==> src/rtl/fp_adder.sv <==
// Pipelined IEEE-754 binary32 adder, round-to-nearest-even.
// Input register plus three compute stages; flush-to-zero on denormals.
module fp_adder (
  input  logic        clk,
  input  logic        rst,
  input  logic [31:0] a,
  input  logic [31:0] b,
  output logic [31:0] result
);

  typedef struct packed {
    logic        spec;
    logic [31:0] sval;
    logic        sx;
    logic        sub;
    logic [7:0]  ex;
    logic [7:0]  diff;
    logic [23:0] mx;
    logic [23:0] my;
  } s1_t;

  typedef struct packed {
    logic        spec;
    logic [31:0] sval;
    logic        sx;
    logic        sub;
    logic [7:0]  ex;
    logic [27:0] sum;
  } s2_t;

  logic [31:0] a_q, b_q;
  s1_t         s1_d, s1_q;
  s2_t         s2_d, s2_q;
  logic [31:0] res_d, res_q;

  logic [7:0]  ea, eb, ey;
  logic        za, zb, ia, ib, na, nb, swap;
  logic [31:0] x, y;

  // Stage 1: unpack, specials, swap so |x| >= |y|, exponent difference.
  always_comb begin
    ea   = a_q[30:23];
    eb   = b_q[30:23];
    za   = (ea == 8'd0);
    zb   = (eb == 8'd0);
    ia   = (ea == 8'hFF) && (a_q[22:0] == 23'd0);
    ib   = (eb == 8'hFF) && (b_q[22:0] == 23'd0);
    na   = (ea == 8'hFF) && (a_q[22:0] != 23'd0);
    nb   = (eb == 8'hFF) && (b_q[22:0] != 23'd0);
    swap = (za ? 31'd0 : a_q[30:0]) < (zb ? 31'd0 : b_q[30:0]);
    x    = swap ? b_q : a_q;
    y    = swap ? a_q : b_q;
    ey   = y[30:23];
    s1_d = '0;
    s1_d.sx   = x[31];
    s1_d.sub  = x[31] ^ y[31];
    s1_d.ex   = x[30:23];
    s1_d.diff = x[30:23] - ey;
    s1_d.mx   = (x[30:23] == 8'd0) ? 24'd0 : {1'b1, x[22:0]};
    s1_d.my   = (ey == 8'd0) ? 24'd0 : {1'b1, y[22:0]};
    s1_d.spec = na | nb | ia | ib;
    if (na | nb | (ia & ib & (a_q[31] ^ b_q[31])))
      s1_d.sval = 32'h7FC0_0000;
    else if (ia)
      s1_d.sval = {a_q[31], 8'hFF, 23'd0};
    else if (ib)
      s1_d.sval = {b_q[31], 8'hFF, 23'd0};
  end

  logic [26:0] yext, yal, lost;

  // Stage 2: align y with guard/round/sticky, then magnitude add/sub.
  always_comb begin
    yext = {s1_q.my, 3'b000};
    lost = '0;
    if (s1_q.diff >= 8'd26) begin
      yal = {26'd0, |s1_q.my};
    end else begin
      yal    = yext >> s1_q.diff;
      lost   = yext & ~(27'h7FF_FFFF << s1_q.diff);
      yal[0] = yal[0] | (|lost);
    end
    s2_d      = '0;
    s2_d.spec = s1_q.spec;
    s2_d.sval = s1_q.sval;
    s2_d.sx   = s1_q.sx;
    s2_d.sub  = s1_q.sub;
    s2_d.ex   = s1_q.ex;
    if (s1_q.sub)
      s2_d.sum = {1'b0, s1_q.mx, 3'b000} - {1'b0, yal};
    else
      s2_d.sum = {1'b0, s1_q.mx, 3'b000} + {1'b0, yal};
  end

  logic [26:0] n;
  logic [4:0]  lz;
  logic [9:0]  e, e2;
  logic [24:0] mr;
  logic [22:0] frac;
  logic        inc;

  // Stage 3: normalize, round to nearest even, pack with range checks.
  always_comb begin
    lz = '0;
    for (int i = 0; i < 27; i++)
      if (s2_q.sum[i]) lz = 5'(26 - i);
    if (s2_q.sum[27]) begin
      n = {s2_q.sum[27:2], |s2_q.sum[1:0]};
      e = {2'b00, s2_q.ex} + 10'd1;
    end else begin
      n = s2_q.sum[26:0] << lz;
      e = {2'b00, s2_q.ex} - {5'd0, lz};
    end
    inc  = n[2] & (n[3] | n[1] | n[0]);
    mr   = {1'b0, n[26:3]} + {24'd0, inc};
    frac = mr[24] ? mr[23:1] : mr[22:0];
    e2   = e + {9'd0, mr[24]};
    if (s2_q.spec)
      res_d = s2_q.sval;
    else if (s2_q.sum == 28'd0)
      res_d = {s2_q.sx & ~s2_q.sub, 31'd0};
    else if ($signed(e2) <= 10'sd0)
      res_d = {s2_q.sx, 31'd0};
    else if ($signed(e2) >= 10'sd255)
      res_d = {s2_q.sx, 8'hFF, 23'd0};
    else
      res_d = {s2_q.sx, e2[7:0], frac};
  end

  // Pipeline registers; reset drops everything in flight.
  always_ff @(posedge clk) begin
    if (rst) begin
      a_q   <= '0;
      b_q   <= '0;
      s1_q  <= '0;
      s2_q  <= '0;
      res_q <= '0;
    end else begin
      a_q   <= a;
      b_q   <= b;
      s1_q  <= s1_d;
      s2_q  <= s2_d;
      res_q <= res_d;
    end
  end

  assign result = res_q;

endmodule

==> config.mk <==
export PLATFORM = sky130hd
export DESIGN_NAME = fp_adder
export DESIGN_NICKNAME = d
export VERILOG_FILES = /design/src/rtl/fp_adder.sv
export SDC_FILE = /design/constraint.sdc
export NUM_CORES = 1
export LEC_CHECK = 0
export CORE_MARGIN = 2
export CORE_UTILIZATION = 61
export CTS_CLUSTER_SIZE = 28
export DETAILED_ROUTE_END_ITERATION = 12
export PLACE_DENSITY = 0.8
export SYNTH_ARGS = -nofsm -noshare
export SYNTH_HDL_FRONTEND = slang
export SYNTH_SLANG_ARGS = --single-unit
==> constraint.sdc <==
create_clock -name clk -period 9 [get_ports clk]
set_clock_uncertainty 0.1 [all_clocks]
set_input_delay 1.35 -clock clk [delete_from_list [all_inputs] [get_ports clk]]
set_output_delay 1.35 -clock clk [all_outputs]
set_load 0.02 [all_outputs]
# ---- Yosys cells after proc, flatten, opt, wreduce, memory -nomap -nowiden
# Cells that the tools add are included.
dict set report totals {
  register_bits 266
  latchBits 0
  ram_bits 0
  word_cells 118
  output_inout_bits 32
  in_bits 66
  mem_count 0
  mem_bits_ro 0
}
dict set report classes {
  eq_ne 2
  n_div 0
  n_bitwise 16
  order_cmp 4
  mux 45
  shift 3
  add_sub_neg 7
  multipliers 0
  reduce_logical 20
}
# operator count
set ops {}
lappend ops {{$mux W32} 6}
lappend ops {{$mux W31} 5}
lappend ops {{$mux W5} 27}
lappend ops {{$mux W27} 2}
lappend ops {{$mux W24} 2}
lappend ops {{$logic_not A23 Y1} 2}
lappend ops {{$reduce_bool A23 Y1} 2}
lappend ops {{$logic_not A8 Y1} 4}
lappend ops {{$lt A31 B31 Y1} 1}
lappend ops {{$add A27 B27 Y28} 1}
lappend ops {{$logic_not A28 Y1} 1}
lappend ops {{$mux W28} 1}
lappend ops {{$sub A27 B27 Y28} 1}
lappend ops {{$and A27 B27 Y27} 1}
lappend ops {{$not A27 Y27} 1}
lappend ops {{$reduce_or A27 Y1} 1}
lappend ops {{$shl A27 B5 Y27} 1}
lappend ops {{$shl A27 B8 Y27 const A} 1}
lappend ops {{$shr A27 B8 Y27} 1}
lappend ops {{$add A24 B1 Y25} 1}
lappend ops {{$reduce_or A24 Y1} 1}
lappend ops {{$mux W23} 1}
lappend ops {{$eq A8 B8 Y1 const B} 2}
lappend ops {{$add A10 B1 Y10} 1}
lappend ops {{14 further kinds} 30}

# ---- Depth between registers and ports, before layout
# Gate-level depths: netlist (run 1).
dict set report depth {
  ltp_word 39
  mapped_depth 30
  ltp_nobuf 26
}

# ---- Worst setup path after synthesis (run 1)
# OpenSTA, ideal clock, no wires.
dict set report synth_timing {
  kind {register -> register}
  start {register s2_q[7] (netlist name)}
  end {register res_q[16] (netlist: result[16])}
  synth_period_minus_slack_ps 6348
  path_stages_with_launch 27
  path_slack_ps 2652
  arrival_ps 6125
  cell_sequence {dfxtp_1 clkbuf_1 or4_1 o2111ai_2 and2_4 inv_2 buf_4 mux2i_1 mux2_4 a221o_1 or3_4 or4_1 clkbuf_1 or4_1 nor4_1 ha_1 ha_1 and2_1 nand2_1 xor2_1 nand3_1 o31ai_1 or2_2 nor2_1 nand2_1 buf_2 o21ai_0}
}
dict set report synth_between {
  elab_chain_len 32
  elab_cells_between_ends 37
  cone_classes {add/sub: 3; order compare: 2; shift: 1; mux: 27; bitwise: 3; reduce/logical: 1}
}
# element line
set synth_rtl {}
lappend synth_rtl {{start, declared} 33} ;# s2_t s2_d, s2_q;
lappend synth_rtl {{start signal, assigned} 136} ;# s2_q <= '0;
lappend synth_rtl {{start signal, assigned} 142} ;# s2_q <= s2_d;
lappend synth_rtl {{$mux W5 (20 in a row)} 106} ;# if (s2_q.sum[i]) lz = 5'(26 - i);
lappend synth_rtl {{$shl A27 B5 Y27} 111} ;# n = s2_q.sum[26:0] << lz;
lappend synth_rtl {{$mux W27} 107} ;# if (s2_q.sum[27]) begin
lappend synth_rtl {{$or A1 B1 Y1 (2 in a row)} 114} ;# inc = n[2] & (n[3] | n[1] | n[0]);
lappend synth_rtl {{$and A1 B1 Y1} 114}
lappend synth_rtl {{$add A24 B1 Y25} 115} ;# mr = {1'b0, n[26:3]} + {24'd0, inc};
lappend synth_rtl {{$add A10 B1 Y10} 117} ;# e2 = e + {9'd0, mr[24]};
lappend synth_rtl {{$ge A10 B9 Y1} 124} ;# else if ($signed(e2) >= 10'sd255)
lappend synth_rtl {{$mux W31} 124}
lappend synth_rtl {{$mux W31} 122} ;# else if ($signed(e2) <= 10'sd0)
lappend synth_rtl {{$mux W32 (*)} 120} ;# else if (s2_q.sum == 28'd0)
lappend synth_rtl {{$mux W32 (*)} 118} ;# if (s2_q.spec)
lappend synth_rtl {{end signal, assigned} 143} ;# res_q <= res_d;
lappend synth_rtl {{end, declared} 34} ;# logic [31:0] res_d, res_q;
# Mark *: on every way between the ends. The rest lies on a longest branch, timed or not.
# A chain may end at the register's enable or synchronous reset.

# ---- Final worst setup path (run 1)
dict set report layout_timing {
  start {register s2_q[16] (netlist name)}
  end {register res_q[16] (netlist: result[16])}
}
dict set report layout_between {
  elab_chain_len 23
  elab_cells_between_ends 28
  cone_classes {add/sub: 3; order compare: 2; shift: 1; mux: 18; bitwise: 3; reduce/logical: 1}
}
# element line
set layout_rtl {}
lappend layout_rtl {{$mux W5 (11 in a row)} 106}
lappend layout_rtl {{$shl A27 B5 Y27} 111}
lappend layout_rtl {{$mux W27} 107}
lappend layout_rtl {{$or A1 B1 Y1 (2 in a row)} 114}
lappend layout_rtl {{$and A1 B1 Y1} 114}
lappend layout_rtl {{$add A24 B1 Y25} 115}
lappend layout_rtl {{$add A10 B1 Y10} 117}
lappend layout_rtl {{$ge A10 B9 Y1} 124}
lappend layout_rtl {{$mux W31} 124}
lappend layout_rtl {{$mux W31} 122}
lappend layout_rtl {{$mux W32 (*)} 120}
lappend layout_rtl {{$mux W32 (*)} 118}
# Marks and branches as above.

==> summary.txt, run 1 <==
status -> finished, final reports clean
DRT iter0 DRCs -> 1837
mux contribution to synthesized area -> 0.1023
leading cell type in the layout, fill and taps excluded -> nor2_1
FF+latch area -> 4165 µm²
PortBufs -> 97
Worst Setup Slack post-DPL -> 1549 ps
Synth Area in Adders -> 0.07233
CP delay by family, top -> simple AND/OR/NAND/NOR gates
final-stage net count -> 2245
Sink Count -> 208
peak supply drop -> 0.2209 mV
routability cong. -> 1.036
leak pwr -> 0.007467 µW
pwr/cell area -> 270.5 nW/µm²
Die Wd -> 166.6 µm
Synth cell types -> 97
sequential-to-total area share from yosys stat -> 0.2583
Critical Path Max Stage Delay -> 670 ps
Post-DP Area -> 17070 µm²
average cell area after synthesis -> 7.725 µm²
area of the multi-input gates -> 11020 µm²
worst reg-to-reg setup slack -> 1210 ps
Final WS setup -> 1213 ps
final WL -> 50090 µm
Hold Path Class -> reg -> reg
fill count -> 2170
Ant. Diodes -> 0
Mapped Area -> 16120 µm²
clock latency on the worst-skew pair -> 520 ps
Final Cell Area -> 17890 µm²
total die area -> 27750 µm²
Clock Root Buffer -> clkbuf_16
CTS tree -> done
CP Data Arrival Time -> 8110 ps
via count of the routed design -> 15950
Final Hold Fails -> 0
Setup Buffers After CTS -> 0
CTS resizes -> 0
antenna violations before repair -> 2
clock-pin transition on the worst setup and hold timing paths -> 70 ps
TNS Setup -> 0 ps
WL/cell -> 20.54 µm
Final Max Tran Viols -> 0
reg-to-reg startpoint -> s2_q[16]
vias per cell -> 6.539
initial cell density of the core -> 0.6204
length in cells of the worst reg-to-reg path -> 22
Placed Cells -> 2396
IO Pins -> 98
RSZ-0062 raised after global routing -> no
gr usage total -> 0.3500
most frequent CP cell -> or4_1
Max Fclk -> 128.4 MHz
Post-DRT Antenna Nets -> 0
Post-synth EDFFs -> 0
total CTS buffers -> 24
Max-Cap Viols -> 0
Pwr Total -> 4838 µW
DR pass1 iterations -> 6
CORE AREA -> 25980 µm²
asr flop ratio synth -> 0
Congestion Overflow GR -> 0
crit path time final -> 7787 ps
Compound-Gate Fraction of Synth Area -> 0.2175
synthesis-to-finish area growth -> 10.94%
Finished Layout Cells -> 2439
CP Capture Type -> flip-flop
vias in the first global route -> 15080
critical path capture point -> result[16]
largest net degree at the start of global routing -> 83
ys flop type -> dfxtp_1
height of the die -> 166.6 µm
Final setup viols -> 0
Post-Synthesis Cells -> 2087
Crit Reg-Reg Endpoint -> result[16]
htree depth -> 1
Yosys reg bits -> 208
Synth Area in XOR/XNOR -> 0.03314
Data required, critical path -> 9320 ps
Simple-Gate Fraction of Synth Area -> 0.2578
crit path max-delay cell type -> or4_1
largest family of logic cells by synthesized area -> simple AND/OR/NAND/NOR gates
period utilization -> 0.8652
CP Buf/Inv Count -> 1
CP cell instances -> or4_1 -> a21boi_1 -> and2_4 -> inv_2 -> mux2i_1 -> mux2i_1 -> nor3_1 -> a221o_1 -> or3_4 -> or4_1 -> or4_1 -> nor4_1 -> ha_1 -> ha_1 -> and2_1 -> a211oi_1 -> a41o_1 -> a311o_1 -> or2_2 -> nor2_1 -> nand2_1 -> o21ai_0
Slew headroom -> 0.2333
CP startpoint -> s2_q[16]
most frequent cells in the layout -> nor2_1 (250), dfxtp_1 (207), nand2_1 (156)
Critical Path Source Type -> flip-flop
FP Rows -> 59
instance count on the critical path -> 22
dpl hpwl -> 37430 µm
slew of the pin with the lowest slew margin -> 1121 ps
first-pass GRT wire length -> 79960 µm
CP Class -> reg -> reg
Synthesis Warnings -> 0
clk buf depth -> 3
share of cells above drive strength 1 -> 0.06702
Syn Nets -> 2245
hold_buf cts -> 0
DRC Markers -> 0
crit-path max FO -> 32
[worst reg2reg max path, stage by stage, from the launching register on]
cell and delay, ps:
dfxtp_1 440, or4_1 620, a21boi_1 360, and2_4 440, inv_2 370, mux2i_1 210
mux2i_1 320, nor3_1 80, a221o_1 290, or3_4 370, or4_1 670, or4_1 550
nor4_1 190, ha_1 220, ha_1 180, and2_1 240, a211oi_1 120, a41o_1 260
a311o_1 450, or2_2 340, nor2_1 190, nand2_1 340, o21ai_0 330
[cell families after synthesis]
family | Yosys count
adders and majority gates | 92
AOI/OAI and AO/OA | 514
and+or+nand+nor | 829
buffers and inverters | 233
DFF | 208
xor gates and xnor gates | 61
muxes | 150
[synth_stat cells, types with 12 or more instances]
cell type / instances / area, µm²
o211ai_1: 21 / 157.7
nor2_1: 250 / 938.4
a21o_1: 26 / 195.2
a211oi_1: 38 / 285.3
nand4_1: 28 / 175.2
nand2_1: 156 / 585.6
o31ai_1: 18 / 135.1
xor2_1: 17 / 148.9
buf_1: 19 / 71.32
nand3_1: 56 / 280.3
clkbuf_1: 94 / 352.8
o21ai_0: 102 / 510.5
or4_1: 12 / 90.09
nand2b_1: 33 / 206.5
mux2_2: 32 / 360.4
buf_2: 22 / 110.1
xnor2_1: 44 / 385.4
o22ai_1: 13 / 81.33
nor3_1: 48 / 240.2
a21oi_1: 112 / 560.5
mux2i_1: 107 / 1071
and3_1: 13 / 81.33
nor2b_1: 95 / 594.3
inv_1: 81 / 304.0
a31oi_1: 15 / 93.84
or3_1: 23 / 143.9
ha_1: 90 / 1126
dfxtp_1: 208 / 4164
nor4_1: 34 / 212.7
and2_1: 39 / 244.0
o21bai_1: 13 / 97.59
[through the flow]
stage,hold slack [ps],util
after CTS,336.6,0.6883
after global routing,349.8,0.6883
final,334.5,0.6883
after floorplan,313.8,-
after detailed placement,321.2,0.6567
after global placement,318.0,0.6567
[how the worst min path moves through the flow]
stage              from  endpoint  depth (start not counted)
6_report       s1_q[97]  s2_q[69]                          1
5_1_grt        s1_q[97]  s2_q[69]                          1
4_1_cts        s1_q[97]  s2_q[69]                          1
3_5_place_dp   s1_q[58]  s2_q[30]                          1
3_3_place_gp   s1_q[61]  s2_q[33]                          1
2_1_floorplan  s1_q[56]  s2_q[28]                          1
[power breakdown]
part	switching (µW)	leakage, µW	total [µW]	internal [µW]
Clock	394	0.000405	990	596
Combinational	1660	0.00535	2670	1020
Sequential	142	0.00171	1170	1030
Total	2190	0.00747	4840	2650
[layer usage]
metal	track usage	wire length, µm	up-vias
li1	-	-	7522
met1	0.4533	20310	7417
met2	0.5713	22920	860
met3	0.07795	4928	149
met4	0.1323	1929	0
met5	0	0	-
[layout make-up]
cell class              count  area share
clock buffers              34     0.04078
multi-input cells        1646      0.6162
well taps                 335     0.02343
inverters                  89     0.01868
repair buffers            118     0.06296
flip-flops and latches    208      0.2329
clock inverters             9    0.005107
[sequential cells by signal (all words and copies together) (netlist names)]
register / count
b_q: 32
a_q: 32
s2_q: 42
s1_q: 70
result: 32
(Power assumes the default switching activity.)
==> run 2, diff against run 1 <==
Settings changed: ABC_CLOCK_PERIOD_IN_PS set to 9000.
==> results of run 2 <==
Final layout, timing and power as in run 1 (identical DEF).
==> run 3, diff against run 2 <==
Settings changed: GPL_TIMING_DRIVEN set to 0.
==> summary.txt, run 3 (synthesis gave the netlist of run 1 again) <==
status -> finished, final reports clean
CP cell instances -> clkbuf_1 -> or4_1 -> or2_2 -> clkbuf_1 -> and2_1 -> ha_1 -> a41o_1 -> a211oi_1 -> nand2_1 -> o311ai_0 -> a21o_1 -> clkbuf_1 -> clkbuf_1 -> clkbuf_1 -> buf_2 -> mux2_2 -> ha_1 -> a211o_1 -> nand3_1 -> nand4_1 -> or3_1 -> a221oi_1 -> o31ai_1 -> a21oi_1
gr usage total -> 0.4023 (+0.05226)
CP Capture Type -> flip-flop
Final Max Tran Viols -> 0 (unchanged)
Clock Root Buffer -> clkbuf_16
combinational share of power -> 0.568 (+0.015)
Sink Count -> 208 (unchanged)
leak pwr -> 0.007650 µW (+2.5%)
Die Wd -> 166.6 µm (unchanged)
Util after Layout -> 0.7068 (+0.01849)
dpl hpwl -> 44270 µm (+18%)
antenna violations before repair -> 0 (-2)
share of cells above drive strength 1 -> 0.06514 (-0.001876)
Congestion Overflow GR -> 0 (unchanged)
part of the power in registers -> 0.224 (-0.019)
CORE AREA -> 25980 µm² (unchanged)
final WL -> 57530 µm (+15%)
fill count -> 2124 (-2.1%)
crit path max-delay cell type -> o311ai_0
DR pass1 iterations -> 7 (+1)
Data required, critical path -> 9320 ps (about the same)
leading cell type in the layout, fill and taps excluded -> nor2_1
TNS Setup -> 0 ps (unchanged)
peak supply drop -> 0.2690 mV (+22%)
length in cells of the worst reg-to-reg path -> 24 (+9.1%)
Post-DRT Antenna Nets -> 0 (unchanged)
Largest register FFs -> 70 (unchanged)
clock latency on the worst-skew pair -> 540 ps (+20 ps)
total die area -> 27750 µm² (unchanged)
slew of the pin with the lowest slew margin -> 1296 ps (+174.5 ps)
height of the die -> 166.6 µm (unchanged)
Max-Cap Viols -> 0 (unchanged)
most frequent CP cell -> clkbuf_1
first-pass GRT wire length -> 89890 µm (+12%)
routability cong. -> 1.065 (+2.8%)
synthesis-to-finish area growth -> 13.92%
crit-path max FO -> 10 (-69%)
hold_buf cts -> 0 (unchanged)
hold path cells -> 1 (unchanged)
Net Sw Frac -> 0.4592 (+0.005971)
vias per cell -> 6.761 (+3.4%)
RSZ-0062 raised after global routing -> no
Critical Path Source Type -> flip-flop
clock-pin transition on the worst setup and hold timing paths -> 60 ps (about the same)
initial cell density of the core -> 0.6204 (unchanged)
most frequent cells in the layout -> nor2_1 (250), dfxtp_1 (208), nand2_1 (156)
Finished Layout Cells -> 2561 (+5.0%)
Max Fclk -> 118.9 MHz (-7.4%)
DRT iter0 DRCs -> 2289 (+25%)
Setup Buffers After CTS -> 0 (unchanged)
Post-DP Area -> 17510 µm² (+2.6%)
CTS resizes -> 0 (unchanged)
Final setup viols -> 0 (unchanged)
final-stage net count -> 2368 (+5.5%)
WL/cell -> 22.46 µm (+9.4%)
Worst Setup Slack post-DPL -> 858.6 ps (-690.2 ps)
FP Rows -> 59 (unchanged)
switching power -> 2330 µW (+6.2%)
Hold Path Class -> reg -> reg
Ant. Diodes -> 0 (unchanged)
via count of the routed design -> 17320 (+8.6%)
CP Class -> reg -> reg
IO Pins -> 98 (unchanged)
htree depth -> 1 (unchanged)
worst reg-to-reg setup slack -> 590 ps (-620 ps)
Slew headroom -> 0.1296 (-0.1037)
area of the multi-input gates -> 11010 µm² (about the same)
Final Cell Area -> 18370 µm² (+2.7%)
Placed Cells -> 2519 (+5.1%)
total CTS buffers -> 24 (unchanged)
Largest regs -> s1_q x70, s2_q x42
Final Hold Fails -> 0 (unchanged)
crit path time final -> 8409 ps (+622.0 ps)
CP Data Arrival Time -> 8730 ps (+620 ps)
CTS tree -> done
Final WS setup -> 591.1 ps (-622.0 ps)
largest reg by FF count -> s1_q
period utilization -> 0.9343 (+0.06911)
FF+latch area -> 4164 µm² (about the same)
Critical Path Max Stage Delay -> 940 ps (+270 ps)
vias in the first global route -> 16480 (+9.3%)
clock network fraction of total power -> 0.208 (+0.003)
DRC Markers -> 0 (unchanged)
clk buf depth -> 3 (unchanged)
largest net degree at the start of global routing -> 15 (-82%)
pwr/cell area -> 276.2 nW/µm² (+2.1%)
PortBufs -> 97 (unchanged)
Internal -> 2744 µW (+3.7%)
-- run 3: cell count changes in the layout (fill, tap and decap cells not counted), moves of 4 or more --
cell and change:
clkbuf_1 +96, buf_2 +22, buf_1 +19, buf_4 -17, clkbuf_8 -4
-- run 3: worst paths after layout --
check             end     start
max          s1_q[54]   a_q[25]
min reg2reg  s2_q[31]  s1_q[59]
min          s2_q[31]  s1_q[59]
max reg2reg  s1_q[54]   a_q[25]
-- run 3: metal layers --
metal	GRT usage	up-vias	wire (µm)
met5	0	-	0
met4	0.1612	0	2488
met3	0.09910	208	7327
met2	0.6247	1249	24770
met1	0.5377	8091	22940
li1	-	7768	-
-- run 3: cell type report --
| type | instances | area share |
|---|---|---|
| multi-input combinational | 1646 | 0.5996 |
| sequential | 208 | 0.2267 |
| timing repair buffer | 97 | 0.05286 |
| clock buffer | 32 | 0.03713 |
| buffer | 144 | 0.03324 |
| tap | 335 | 0.02282 |
| inverter | 89 | 0.01819 |
| clock inverter | 10 | 0.009401 |
-- run 3: through the flow --
step	power [µW]	hold WS [ps]
floorplan	3080	313.8
global placement	3842	317.5
detailed placement	3887	332.5
CTS	4950	340.9
global route	5298	351.7
finish	5074	336.5
-- run 3: critical path: cells and delay by family (launching register included) --
family / cells / cell delay [ps]
and+or+nand+nor: 7 / 2090
AOI/OAI and AO/OA: 8 / 2680
adders and majority gates: 2 / 550
muxes: 1 / 370
DFF: 1 / 300
buffers and inverters: 6 / 2190
-- run 3: power groups by stage --
stage                     registers [µW]  clock network (µW)  logic (µW)
after floorplan                     1160                   0        1920
after global placement              1140                   0        2700
after detailed placement            1150                   0        2740
after CTS                           1130                1060        2770
after global routing                1140                1090        3060
final                               1140                1050        2880
